==> config.mk <==
export PLATFORM = sky130hd
export DESIGN_NAME = automata_report_collector
export DESIGN_NICKNAME = d
export VERILOG_FILES = /design/src/rtl/automata_report_collector.sv
export SDC_FILE = /design/constraint.sdc
export NUM_CORES = 1
export LEC_CHECK = 0
export ABC_AREA = 1
export CORE_UTILIZATION = 40
export CTS_BUF_LIST = sky130_fd_sc_hd__clkbuf_2
export CTS_CLUSTER_DIAMETER = 120
export DETAILED_ROUTE_END_ITERATION = 8
export PLACE_DENSITY = 0.55
export RECOVER_POWER = 50
export SYNTH_ARGS = -nofsm -noshare
export SYNTH_HDL_FRONTEND = slang
export SYNTH_SLANG_ARGS = --single-unit
==> constraint.sdc <==
create_clock -name clk -period 4.1 [get_ports clk]
set_input_delay 0.82 -clock clk [delete_from_list [all_inputs] [get_ports clk]]
set_output_delay 0.82 -clock clk [all_outputs]
set_load 0.005 [all_outputs]
==> src/rtl/automata_report_collector.sv <==
`default_nettype none
// ============================================================================
//  Module      : automata_report_collector
//  Description : Serialises one-bit automata report wires into {id, timestamp}
//                records, buffers them in a FIFO and presents them on a
//                valid/ready port. The upstream stage cannot be stalled, so a
//                vector that arrives while the collector is still draining is
//                dropped, counted and flagged.
//  Revision    : 1.0 - initial release
// ============================================================================
module automata_report_collector #(
    parameter int NUM_REPORTS = 52,
    parameter int ID_WIDTH    = 6,
    parameter int TS_WIDTH    = 32,
    parameter int FIFO_DEPTH  = 16,
    parameter int DROP_WIDTH  = 16
) (
    input  logic                               clk,
    input  logic                               reset,
    input  logic                               run,
    input  logic [NUM_REPORTS-1:0]             report_vec,
    output logic                               out_valid,
    input  logic                               out_ready,
    output logic [ID_WIDTH-1:0]                out_id,
    output logic [TS_WIDTH-1:0]                out_ts,
    output logic [$clog2(FIFO_DEPTH+1)-1:0]    fifo_level,
    output logic                               busy,
    output logic                               overflow,
    output logic [DROP_WIDTH-1:0]              drop_count
);

    localparam int c_LVL_W  = $clog2(FIFO_DEPTH + 1);
    localparam int c_ADDR_W = $clog2(FIFO_DEPTH);
    localparam int c_REC_W  = ID_WIDTH + TS_WIDTH;

    localparam logic [0:0] c_ST_IDLE  = 1'b0;
    localparam logic [0:0] c_ST_DRAIN = 1'b1;

    localparam logic [NUM_REPORTS-1:0] c_ONE_VEC  = NUM_REPORTS'(1);
    localparam logic [c_LVL_W-1:0]     c_DEPTH    = c_LVL_W'(FIFO_DEPTH);
    localparam logic [DROP_WIDTH-1:0]  c_DROP_MAX = {DROP_WIDTH{1'b1}};

    // Control state
    logic [0:0]             r_state;
    logic [0:0]             w_state_nxt;
    logic [NUM_REPORTS-1:0] r_pending;
    logic [NUM_REPORTS-1:0] w_pending_nxt;
    logic [TS_WIDTH-1:0]    r_ts_count;
    logic [TS_WIDTH-1:0]    r_ts_latched;
    logic [TS_WIDTH-1:0]    w_ts_latched_nxt;
    logic                   r_overflow;
    logic [DROP_WIDTH-1:0]  r_drop_count;

    // FIFO storage
    logic [c_REC_W-1:0]     r_mem [FIFO_DEPTH];
    logic [c_ADDR_W-1:0]    r_wr_ptr;
    logic [c_ADDR_W-1:0]    r_rd_ptr;
    logic [c_LVL_W-1:0]     r_count;

    // Datapath helpers
    logic                   w_sample;
    logic                   w_has_room;
    logic [NUM_REPORTS-1:0] w_rest;
    logic [ID_WIDTH-1:0]    w_low_idx;
    logic                   w_push;
    logic                   w_pop;
    logic                   w_drop;
    logic [c_REC_W-1:0]     w_head;

    assign w_sample   = run & (|report_vec);
    assign w_has_room = (r_count < c_DEPTH);
    // Clearing the lowest set bit: p & (p - 1)
    assign w_rest     = r_pending & (r_pending - c_ONE_VEC);
    assign w_pop      = (r_count != '0) & out_ready;

    // Priority encoder: index of the lowest set pending bit
    always_comb begin
        w_low_idx = '0;
        for (int i = NUM_REPORTS - 1; i >= 0; i--) begin
            if (r_pending[i]) begin
                w_low_idx = ID_WIDTH'(i);
            end
        end
    end

    // Next-state, pending-vector, push and drop decisions
    always_comb begin
        w_state_nxt      = r_state;
        w_pending_nxt    = r_pending;
        w_ts_latched_nxt = r_ts_latched;
        w_push           = 1'b0;
        w_drop           = 1'b0;
        case (r_state)
            c_ST_IDLE: begin
                if (w_sample) begin
                    w_state_nxt      = c_ST_DRAIN;
                    w_pending_nxt    = report_vec;
                    w_ts_latched_nxt = r_ts_count;
                end
            end
            c_ST_DRAIN: begin
                if (w_has_room) begin
                    w_push        = 1'b1;
                    w_pending_nxt = w_rest;
                end
                if (w_has_room && (w_rest == '0)) begin
                    // Last bit leaves this cycle: a new vector can follow directly
                    if (w_sample) begin
                        w_pending_nxt    = report_vec;
                        w_ts_latched_nxt = r_ts_count;
                    end else begin
                        w_state_nxt = c_ST_IDLE;
                    end
                end else if (w_sample) begin
                    w_drop = 1'b1;
                end
            end
            default: begin
                w_state_nxt   = c_ST_IDLE;
                w_pending_nxt = '0;
            end
        endcase
    end

    // State, pending vector, timestamps and drop bookkeeping
    always_ff @(posedge clk) begin
        if (!reset) begin
            r_state      <= c_ST_IDLE;
            r_pending    <= '0;
            r_ts_count   <= '0;
            r_ts_latched <= '0;
            r_overflow   <= 1'b0;
            r_drop_count <= '0;
        end else begin
            r_state      <= w_state_nxt;
            r_pending    <= w_pending_nxt;
            r_ts_latched <= w_ts_latched_nxt;
            if (run) begin
                r_ts_count <= r_ts_count + TS_WIDTH'(1);
            end
            if (w_drop) begin
                r_overflow <= 1'b1;
                if (r_drop_count != c_DROP_MAX) begin
                    r_drop_count <= r_drop_count + DROP_WIDTH'(1);
                end
            end
        end
    end

    // FIFO record storage; contents are meaningless until counted in
    always_ff @(posedge clk) begin
        if (reset && w_push) begin
            r_mem[r_wr_ptr] <= {w_low_idx, r_ts_latched};
        end
    end

    // FIFO pointers and occupancy
    always_ff @(posedge clk) begin
        if (!reset) begin
            r_wr_ptr <= '0;
            r_rd_ptr <= '0;
            r_count  <= '0;
        end else begin
            if (w_push) begin
                r_wr_ptr <= r_wr_ptr + c_ADDR_W'(1);
            end
            if (w_pop) begin
                r_rd_ptr <= r_rd_ptr + c_ADDR_W'(1);
            end
            if (w_push && !w_pop) begin
                r_count <= r_count + c_LVL_W'(1);
            end else if (w_pop && !w_push) begin
                r_count <= r_count - c_LVL_W'(1);
            end
        end
    end

    // Head record is forced to zero while the FIFO is empty
    assign w_head     = r_mem[r_rd_ptr];
    assign out_valid  = (r_count != '0);
    assign out_id     = out_valid ? w_head[c_REC_W-1:TS_WIDTH] : '0;
    assign out_ts     = out_valid ? w_head[TS_WIDTH-1:0] : '0;
    assign fifo_level = r_count;
    assign busy       = (r_state == c_ST_DRAIN);
    assign overflow   = r_overflow;
    assign drop_count = r_drop_count;

endmodule
`default_nettype wire

==> summary.txt, run 1 <==
min-delay worst type: primary input to flip-flop
yosys warns: 0
syn avg cell area: 10.94 µm²
area of the multi-input gates: 9633 µm²
PD cells: 533.2 nW/µm²
period utilization: 98.66%
internal power: 13.83 mW
synthesized instance count: 2909
final setup violation count: 0
Final ANT Viol Nets: 0
f_max: 247.2 MHz
Post-Synth XOR/XNOR Area: 0.1376%
die area: 80680 µm²
Crit Reg-Reg Endpoint: r_pending[49]
DP HPWL: 53.79 mm
logic gate share of total power: 33.8%
die width: 284.1 µm
Worst-Skew Late Latency: 1.46 ns
root buffer cell: clkbuf_2
mapped cell area: 31820 µm²
Req. time, crit path: 5.37 ns
post-synthesis compound-gate area fraction: 15.32%
post-route cell area: 40110 µm²
fraction of layout cells with a size suffix above 1: 22.84%
Worst-path clk slew: 0.11 ns
Setup TNS: 0 ns
WL per Instance: 23.73 µm
remaining global-route overflow: 0
CTS H-tree lvls: 4
Slew @ Worst Pin: 3.407 ns
Row Count: 103
Setup CP Type: flip-flop to flip-flop
clock sink total: 759
DR DRC count: 0
arithmetic-cell share of the synthesized area counting full adders, half adders and majority gates: 0.4954%
Initial DRC Count: 2357
WL final: 108.4 mm
post-synthesis mux area share: 0%
TritonCTS clock tree: yes
Fin Clk Skew: 0.1468 ns
reg2reg path depth: 26
CP arrival: 5.32 ns
# IOs: 118
Layout area overhead: 26.04%
Min-Delay Startpoint: report_vec[43]
Worst R2R Setup Slack: 0.06 ns
clock power share: 25.2%
vias per cell: 5.591
crit end category: flip-flop
initial antenna violation count: 4
RePlAce Congestion: 0.9234
Post-synth ARST share: 0%
Simple-Gate Fraction of Synth Area: 12.41%
unrepaired setup endpoints after global routing: true
Yosys cell types: 58
max-slew violation count: 171
EDFF count, synth: 608
status: finished with violations
dpl cell area: 35130 µm²
# port buffers: 117
GRT Total Usage: 26.19%
post-route minimum period: 4.045 ns
Max FO, Critical Path: 8
hold path depth: 3
leak pwr: 14.59 nW
Peak VDD IR: 0.2366 mV
Startpoint Class: flip-flop
slew margin rel.: -127.1%
Mapped Nets: 2977
max_cap viols: 7
core box area: 78870 µm²
Fin. Hold Viols: 0
Seq cells post-synth: 759
hold path endpoint: r_pending[43]
Flop pwr share: 41.0%
post-synthesis sequential area ratio: 66.88%
Sw Ratio: 35.30%
commonest register cell after synthesis: edfxtp_1
Die Y: 284.1 µm
vias in the first global route: 25500
FILL cells: 7080
first-pass detailed-route iteration total: 6
largest net degree at the start of global routing: 69
largest family of logic cells by synthesized area: compound AO/OA/AOI/OAI gates
Clock Path Buffers: 3
net switching power: 7.550 mW
nets@finish: 3433
FF/Latch Area: 21300 µm²
failing checks: max-capacitance violations, max-slew violations
first-pass GRT wire length: 158.0 mm
vias post-DR: 25540
TritonCTS Buffers: 194
Critical R2R Launch: r_pending[1]
initial core utilization: 40.35%
[worst max path at each step]
stage	startpoint	to	slack, ns	depth (start not counted)
2_1_floorplan	busy	r_mem[11][0]	0.64	5
3_3_place_gp	run	r_ts_count[31]	-0.1	21
3_5_place_dp	run	r_ts_count[30]	-0.18	21
4_1_cts	flip-flop	out_ts[12]	-0.16	11
5_1_grt	r_pending[1]	drop_count[7]	-0.20	27
6_report	r_pending[1]	r_pending[49]	0.06	26
[Yosys cell counts, types with 2 or more instances]
cell | n | area share [%]
xor2_1 | 3 | 0.083
nor4_1 | 18 | 0.35
nor2_1 | 521 | 6.1
o21ai_0 | 436 | 6.9
nand4_1 | 18 | 0.35
nand3_2 | 3 | 0.094
dfxtp_1 | 151 | 9.5
nor3_1 | 52 | 0.82
o21ai_1 | 3 | 0.047
ha_1 | 11 | 0.43
buf_4 | 3 | 0.071
a221oi_1 | 5 | 0.14
buf_1 | 11 | 0.13
buf_2 | 10 | 0.16
nor4_2 | 2 | 0.079
nor2_2 | 5 | 0.098
a2111oi_1 | 3 | 0.094
clkinv_1 | 2 | 0.024
inv_2 | 18 | 0.21
and3_1 | 3 | 0.059
nor4b_2 | 2 | 0.094
buf_6 | 3 | 0.11
a211oi_1 | 23 | 0.54
nor3_4 | 2 | 0.10
a31oi_1 | 11 | 0.22
o221ai_1 | 127 | 3.5
a21o_1 | 2 | 0.047
nand2_1 | 177 | 2.1
nand2_2 | 3 | 0.059
o21a_1 | 5 | 0.12
nor2_4 | 7 | 0.25
a41oi_1 | 3 | 0.083
inv_1 | 197 | 2.3
o22ai_1 | 36 | 0.71
edfxtp_1 | 608 | 57
xnor2_1 | 2 | 0.055
or4_1 | 3 | 0.071
clkbuf_1 | 146 | 1.7
nand3_1 | 95 | 1.5
nor3_2 | 4 | 0.13
a21oi_1 | 149 | 2.3
o211ai_1 | 10 | 0.24
[registers in the layout, summed over array words and instances (netlist names), 4 cells and up, named ones only]
name	count
r_ts_count	32
fifo_level	5
r_wr_ptr	4
r_ts_latched	32
drop_count	16
r_pending	52
r_mem	608
r_rd_ptr	4
[repair_timing]
item | CTS | global route
endpoints found under the setup margin | 42 | 137
gates resized for setup | 301 | 180
cloned | 35 | 7
setup buffers | 70 | 42
pin swaps | 88 | 123
hold buffers | 35 | 0
hold endpoints to repair | 64 | 0
[cell usage in the layout (no fill, tap or decap), types with 8 or more instances in the layout]
master	Yosys	layout
a211oi_1	23	21
a21oi_1	149	113
a21oi_2	0	33
a31oi_1	11	9
buf_12	0	59
buf_16	0	30
buf_2	10	32
buf_4	3	124
buf_6	3	24
buf_8	0	14
clkbuf_1	146	14
clkbuf_2	0	312
clkdlybuf4s50_1	0	78
clkinv_1	2	26
dfxtp_1	151	143
dlygate4sd3_1	0	35
edfxtp_1	608	608
ha_1	11	11
inv_1	197	194
inv_2	18	19
nand2_1	177	176
nand3_1	95	92
nand4_1	18	18
nor2_1	521	493
nor2_2	5	19
nor2_4	7	21
nor3_1	52	48
nor4_1	18	14
o211ai_1	10	10
o21ai_0	436	374
o21ai_1	3	48
o21ai_2	1	17
o221ai_1	127	119
o221ai_2	0	8
o22ai_1	36	35
[metrics by stage]
| stage | total power, mW | utilization (%) | hold WS, ns | setup slack, ns | std cells |
|---|---|---|---|---|---|
| 2_1_floorplan | 11.54 | - | 0.4362 | 0.6441 | 2909 |
| 3_3_place_gp | 13.76 | 44.54 | 0.4513 | -0.09951 | 4038 |
| 3_5_place_dp | 13.84 | 44.54 | 0.4520 | -0.1764 | 4038 |
| 4_1_cts | 21.01 | 49.86 | 0.003080 | -0.1586 | 4523 |
| 5_1_grt | 22.37 | 50.85 | 0.09772 | -0.2017 | 4567 |
| 6_report | 21.38 | 50.85 | 0.1651 | 0.05513 | 4567 |
[routing by layer]
layer	up-vias	wire [µm]	GRT usage (%)
met5	-	11	0
li1	11610	-	-
met1	12610	45250	34.14
met2	1099	50940	42.34
met3	221	8822	6.003
met4	2	3359	10.31
[cell type report]
class,count,area share (%)
diodes,2,0.01248
clock buffers,308,3.843
clock inverters,38,0.6863
inverters,218,2.143
multi-input cells,1760,24.02
flip-flops and latches,759,53.11
well taps,1050,3.276
repair buffers,426,12.67
repair inverters,6,0.2402
[critical path, cell delays in order (launching register included)]
cell and delay [ns]:
dfxtp_4 0.37, nor2_4 0.13, nand3_2 0.09, nor2_2 0.12
inv_2 0.05, nor2_4 0.13, inv_2 0.07, nor2_4 0.10
inv_2 0.06, nor3_4 0.28, buf_6 0.15, inv_4 0.04
nor4_4 0.17, buf_4 0.20, a31oi_4 0.10, nor4b_4 0.34
nand2_1 0.11, nor4b_2 0.26, nand4_1 0.18, buf_4 0.19
nor2_4 0.11, nor2_4 0.09, inv_4 0.10, buf_8 0.15
buf_4 0.11, o221ai_2 0.07, nor2_1 0.19
[power by group through the flow]
stage          clock network, mW  logic, mW  registers, mW
6_report                    5.39       7.23           8.76
3_3_place_gp                   0       4.82           8.94
3_5_place_dp                   0       4.89           8.95
5_1_grt                     5.88       7.71           8.79
4_1_cts                     5.49       6.76           8.75
2_1_floorplan                  0       2.71           8.84
[logic make-up after synthesis]
logic type / after synthesis
and+or+nand+nor: 918
AOI/OAI and AO/OA: 824
DFF: 759
buffers and inverters: 391
adders and majority gates: 12
xor gates and xnor gates: 5
(Power assumes the default switching activity.)
==> run 2: changes to the inputs <==
Settings changed: ABC_CLOCK_PERIOD_IN_PS set to 4100, CAP_MARGIN set to 0, SKIP_LAST_GASP set to 1.
==> run 2 against run 1 <==
Compared with the run above:
- the flow still finishes with violations (max-capacitance violations, max-slew violations)
- final cell count rose by 0.48%
- sequential share of layout area decreased by 0.57 points
- worst setup slack better by 0.00059 ns
- power rose by 0.92%
- clock power about the same
- non-clock buffer count increased by 21
- clock-buffer cell count stayed put
- first-iteration DRC count shrank 0.85%
- flip-flop and latch count unchanged
- largest power group unchanged
==> summary.txt, run 2 (synthesized netlist as in run 1, its figures left out) <==
status: finished with violations
failing checks: max-capacitance violations, max-slew violations
CTS H-tree lvls: 4
leak pwr: 14.81 nW
RePlAce Congestion: 0.9234
TritonCTS Buffers: 194
Fin. Hold Viols: 0
crit path capture: out_ts[30]
# IOs: 118
final setup violation count: 0
first-pass GRT wire length: 158.2 mm
Worst R2R Setup Slack: 0.07 ns
crit end category: output port
DP HPWL: 53.79 mm
vias post-DR: 25690
DR DRC count: 0
nets@finish: 3455
f_max: 247.3 MHz
first-pass detailed-route iteration total: 6
Startpoint Class: flip-flop
Max FO, Critical Path: 7
Crit Reg-Reg Endpoint: r_pending[1]
hold path depth: 3
pre-CTS WS: -0.1764 ns
Largest Register: r_mem
die area: 80680 µm²
unrepaired setup endpoints after global routing: true
vias in the first global route: 25500
CP arrival: 3.22 ns
Worst-Skew Late Latency: 1.45 ns
commonest non-fill, non-tap cell in the layout: edfxtp_1
post-route cell area: 40540 µm²
Die Y: 284.1 µm
min-delay worst type: primary input to flip-flop
max-slew violation count: 141
max_cap viols: 4
worst setup margin: 0.05572 ns
GRT Total Usage: 26.22%
largest net degree at the start of global routing: 69
top flop regs: r_mem x608, r_pending x52
die width: 284.1 µm
Peak VDD IR: 0.2373 mV
Placed Cells: 4038
vias per cell: 5.597
Setup CP Type: flip-flop to output port
most frequent cells in the layout: 608 x edfxtp_1, 490 x nor2_1, 363 x o21ai_0
Critical R2R Launch: r_pending[1]
period utilization: 98.64%
post-route minimum period: 4.044 ns
PD cells: 532.4 nW/µm²
Initial DRC Count: 2337
core box area: 78870 µm²
Clock Path Buffers: 3
Worst-path clk slew: 0.11 ns
reg2reg path depth: 28
WL final: 109.3 mm
Row Count: 103
Req. time, crit path: 3.28 ns
initial core utilization: 40.35%
slew margin rel.: -27.25%
Slew @ Worst Pin: 1.909 ns
initial antenna violation count: 5
Fin Clk Skew: 0.1281 ns
Final ANT Viol Nets: 0
clock sink total: 759
final core utilization: 51.40%
remaining global-route overflow: 0
fraction of layout cells with a size suffix above 1: 24.37%
root buffer cell: clkbuf_2
Largest register FFs: 608
# port buffers: 117
non-filler cells, final: 4589
Layout area overhead: 27.41%
TritonCTS clock tree: yes
WL per Instance: 23.82 µm
dpl cell area: 35130 µm²
-- run 2: cell count changes in the layout (fill, tap and decap cells not counted), moves of 4 or more --
cell,delta
o221ai_2,+5
nor2_4,+4
o21ai_2,+13
clkbuf_1,-5
o21ai_0,-11
buf_4,+15
clkbuf_2,+8
buf_12,+6
o221ai_1,-5
-- run 2: repair_timing --
action | 4_1_cts | 5_1_grt
buffers inserted | 70 | 64
gates cloned | 35 | 10
endpoints found under the hold margin | 64 | 0
hold buffers | 35 | 0
endpoints found under the setup margin | 42 | 137
gates resized for setup | 270 | 274
pin swaps | 85 | 172
-- run 2: per-layer routing --
layer  share of wire (%)  global-route usage, %  vias to the layer above
met2                  47                  42.47                     1136
met5               0.010                      0                        -
li1                    -                      -                    11660
met3                 8.0                  5.554                      209
met1                  42                  34.47                    12680
met4                 2.9                  10.17                        2
-- run 2: power breakdown --
part           internal [mW]  switching [mW]  total (mW)
registers               8.53           0.228        8.76
logic                   3.20            4.24        7.44
clock network           2.23            3.16        5.38
total                   14.0            7.62        21.6
-- run 2: critical path, stage by stage, from the launching register on --
cell and delay (ns):
dfxtp_4 0.40, buf_12 0.14, buf_12 0.12, buf_8 0.13, buf_16 0.13, buf_6 0.11, o21ai_2 0.07, o221ai_2 0.23
nand3_2 0.16, a21oi_4 0.24, buf_2 0.16
-- run 2: how the worst min path moves through the flow --
| stage | startpoint | endpoint |
|---|---|---|
| after CTS | report_vec[43] | r_pending[43] |
| after floorplan | r_rd_ptr[3] | flip-flop |
| after global routing | report_vec[38] | r_pending[38] |
| after global placement | r_rd_ptr[2] | flip-flop |
| after detailed placement | overflow | overflow |
| final | report_vec[43] | r_pending[43] |
-- run 2: final cells by class --
type                       instances  area, µm²
fill                            7026      38330
sequential                       759      21300
multi-input combinational       1760       9818
timing repair buffer             447       5325
clock buffer                     308       1541
tap                             1050       1314
inverter                         218      859.6
clock inverter                    38      275.3
timing repair inverter             7      100.1
antenna                            2      5.005
-- run 2: per-stage QoR --
stage               setup TNS, ns  hold slack, ns  total power, mW
floorplan                       0          0.4362            11.54
global placement          -0.2730          0.4513            13.76
detailed placement        -0.8207          0.4520            13.84
CTS                        -2.270        0.003080            20.99
global route               -9.004         0.08873            22.59
finish                          0          0.1834            21.58
==> run 3: changes to the inputs <==
Settings changed: CORE_MARGIN set to 4, HOLD_SLACK_MARGIN set to 0.06.
==> run 3 against run 2 <==
Compared with the run above:
- the flow now finishes without violations
- clock power fell by 5.0%
- combinational power hardly changed
- critical path depth increased by 1
- flip-flop and latch count unchanged
- clock-buffer cell count fell by 26
==> summary.txt, run 3 (synthesized netlist as in run 1, its figures left out) <==
status: finished, final reports clean
largest net degree at the start of global routing: 59
top flop regs: r_mem x608, r_pending x52
final setup violation count: 0
CP arrival: 3.23 ns
Fin Clk Skew: 0.1310 ns
vias in the first global route: 25620
DP HPWL: 54.76 mm
vias per cell: 5.676
WL final: 107.7 mm
Initial DRC Count: 2500
Setup CP Type: flip-flop to output port
die area: 84130 µm²
Worst-path clk slew: 0.10 ns
worst setup margin: 0.04917 ns
# IOs: 118
critical path's top delay family: buffers and inverters
Peak VDD IR: 0.3488 mV
final core utilization: 51.10%
GRT Total Usage: 24.62%
worst hold slack: 0.1910 ns
min-delay worst type: primary input to flip-flop
fraction of layout cells with a size suffix above 1: 23.64%
TritonCTS clock tree: yes
most frequent cells in the layout: 608 x edfxtp_1, 481 x nor2_1, 336 x o21ai_0
Die Y: 290.1 µm
crit-path most repeated cell: buf_12
Slew @ Worst Pin: 1.358 ns
non-filler cells, final: 4549
remaining global-route overflow: 0
DR DRC count: 0
slew margin rel.: 9.475%
Placed Cells: 4030
first-pass GRT wire length: 158.8 mm
TritonCTS Buffers: 191
Layout area overhead: 26.65%
unrepaired setup endpoints after global routing: true
RePlAce Congestion: 0.8884
hold path depth: 3
Worst-Skew Late Latency: 1.39 ns
period utilization: 98.80%
pre-CTS WS: -0.1734 ns
Clock Path Buffers: 3
max_cap viols: 0
initial core utilization: 40.35%
slowest CP cell: dfxtp_4
crit end category: output port
Crit path depth: 11
max incr delay on CP: 0.36 ns
f_max: 246.9 MHz
clock sink total: 759
Largest register FFs: 608
Setup TNS: 0 ns
nets@finish: 3421
worst path cell trace: buf_12 > buf_12 > inv_12 > buf_8 > buf_6 > buf_16 > nor2_1 > o221ai_2 > nand3_2 > a21oi_2 > buf_2
Max FO, Critical Path: 6
root buffer cell: clkbuf_2
core box area: 78870 µm²
PD cells: 529.3 nW/µm²
reg2reg path depth: 22
Final ANT Viol Nets: 0
die width: 290.1 µm
Startpoint Class: flip-flop
initial antenna violation count: 1
max-slew violation count: 0
commonest non-fill, non-tap cell in the layout: edfxtp_1
Req. time, crit path: 3.28 ns
CTS H-tree lvls: 4
Row Count: 103
# port buffers: 117
WL per Instance: 23.68 µm
first-pass detailed-route iteration total: 8
Largest Register: r_mem
Fin. Hold Viols: 0
post-route minimum period: 4.051 ns
FILL cells: 7070
vias post-DR: 25820
WP buf/inv: 7
leak pwr: 14.64 nW
run 3: final timing paths:
check	to	from	slack [ns]
worst min-delay path	r_pending[34]	report_vec[34]	0.19
worst min register to register	r_rd_ptr[3]	r_rd_ptr[3]	0.48
worst max register to register	r_ts_latched[8]	r_pending[13]	0.17
worst max-delay path	out_ts[3]	flip-flop	0.05
run 3: layout make-up:
| class | instances | area, µm² | share of cell area (%) |
|---|---|---|---|
| clock buffer | 282 | 1411 | 3.502 |
| tap | 1050 | 1314 | 3.260 |
| inverter | 218 | 869.6 | 2.158 |
| timing repair inverter | 4 | 55.05 | 0.1366 |
| timing repair buffer | 420 | 5301 | 13.15 |
| sequential | 759 | 21300 | 52.85 |
| antenna | 1 | 2.502 | 0.006209 |
| clock inverter | 56 | 317.8 | 0.7886 |
| multi-input combinational | 1759 | 9728 | 24.14 |
run 3: routing by layer:
metal / track usage [%] / vias up / routed length [µm]
met1: 32.66 / 12810 / 44180
li1: - / 11600 / -
met5: 0 / - / 0
met4: 9.008 / 0 / 3461
met2: 40.27 / 1176 / 51580
met3: 4.959 / 231 / 8490
run 3: what timing repair did:
item | 4_1_cts | 5_1_grt
buffers inserted | 83 | 25
endpoints found under the hold margin | 76 | 0
pin swaps | 126 | 151
endpoints found under the setup margin | 38 | 145
cloned | 48 | 9
hold buffers | 29 | 0
gates resized for setup | 369 | 215
run 3: worst min-delay path, stage by stage:
cell,delay (ns)
clkdlybuf4s50_1,0.47
nor3_1,0.06
a211oi_1,0.15
run 3: stage by stage:
step | area [µm²] | power (mW)
floorplan | 31820 | 11.54
global placement | 34990 | 13.75
detailed placement | 34990 | 13.85
CTS | 39680 | 21.01
global route | 40300 | 22.37
finish | 40300 | 21.33
run 3: power breakdown:
group          total, mW  switching, mW  internal (mW)  leakage, nW
combinational       7.46           4.17           3.29         6.50
sequential          8.76          0.224           8.53         6.83
clock               5.11           3.12           1.99         1.31
total               21.3           7.52           13.8         14.6
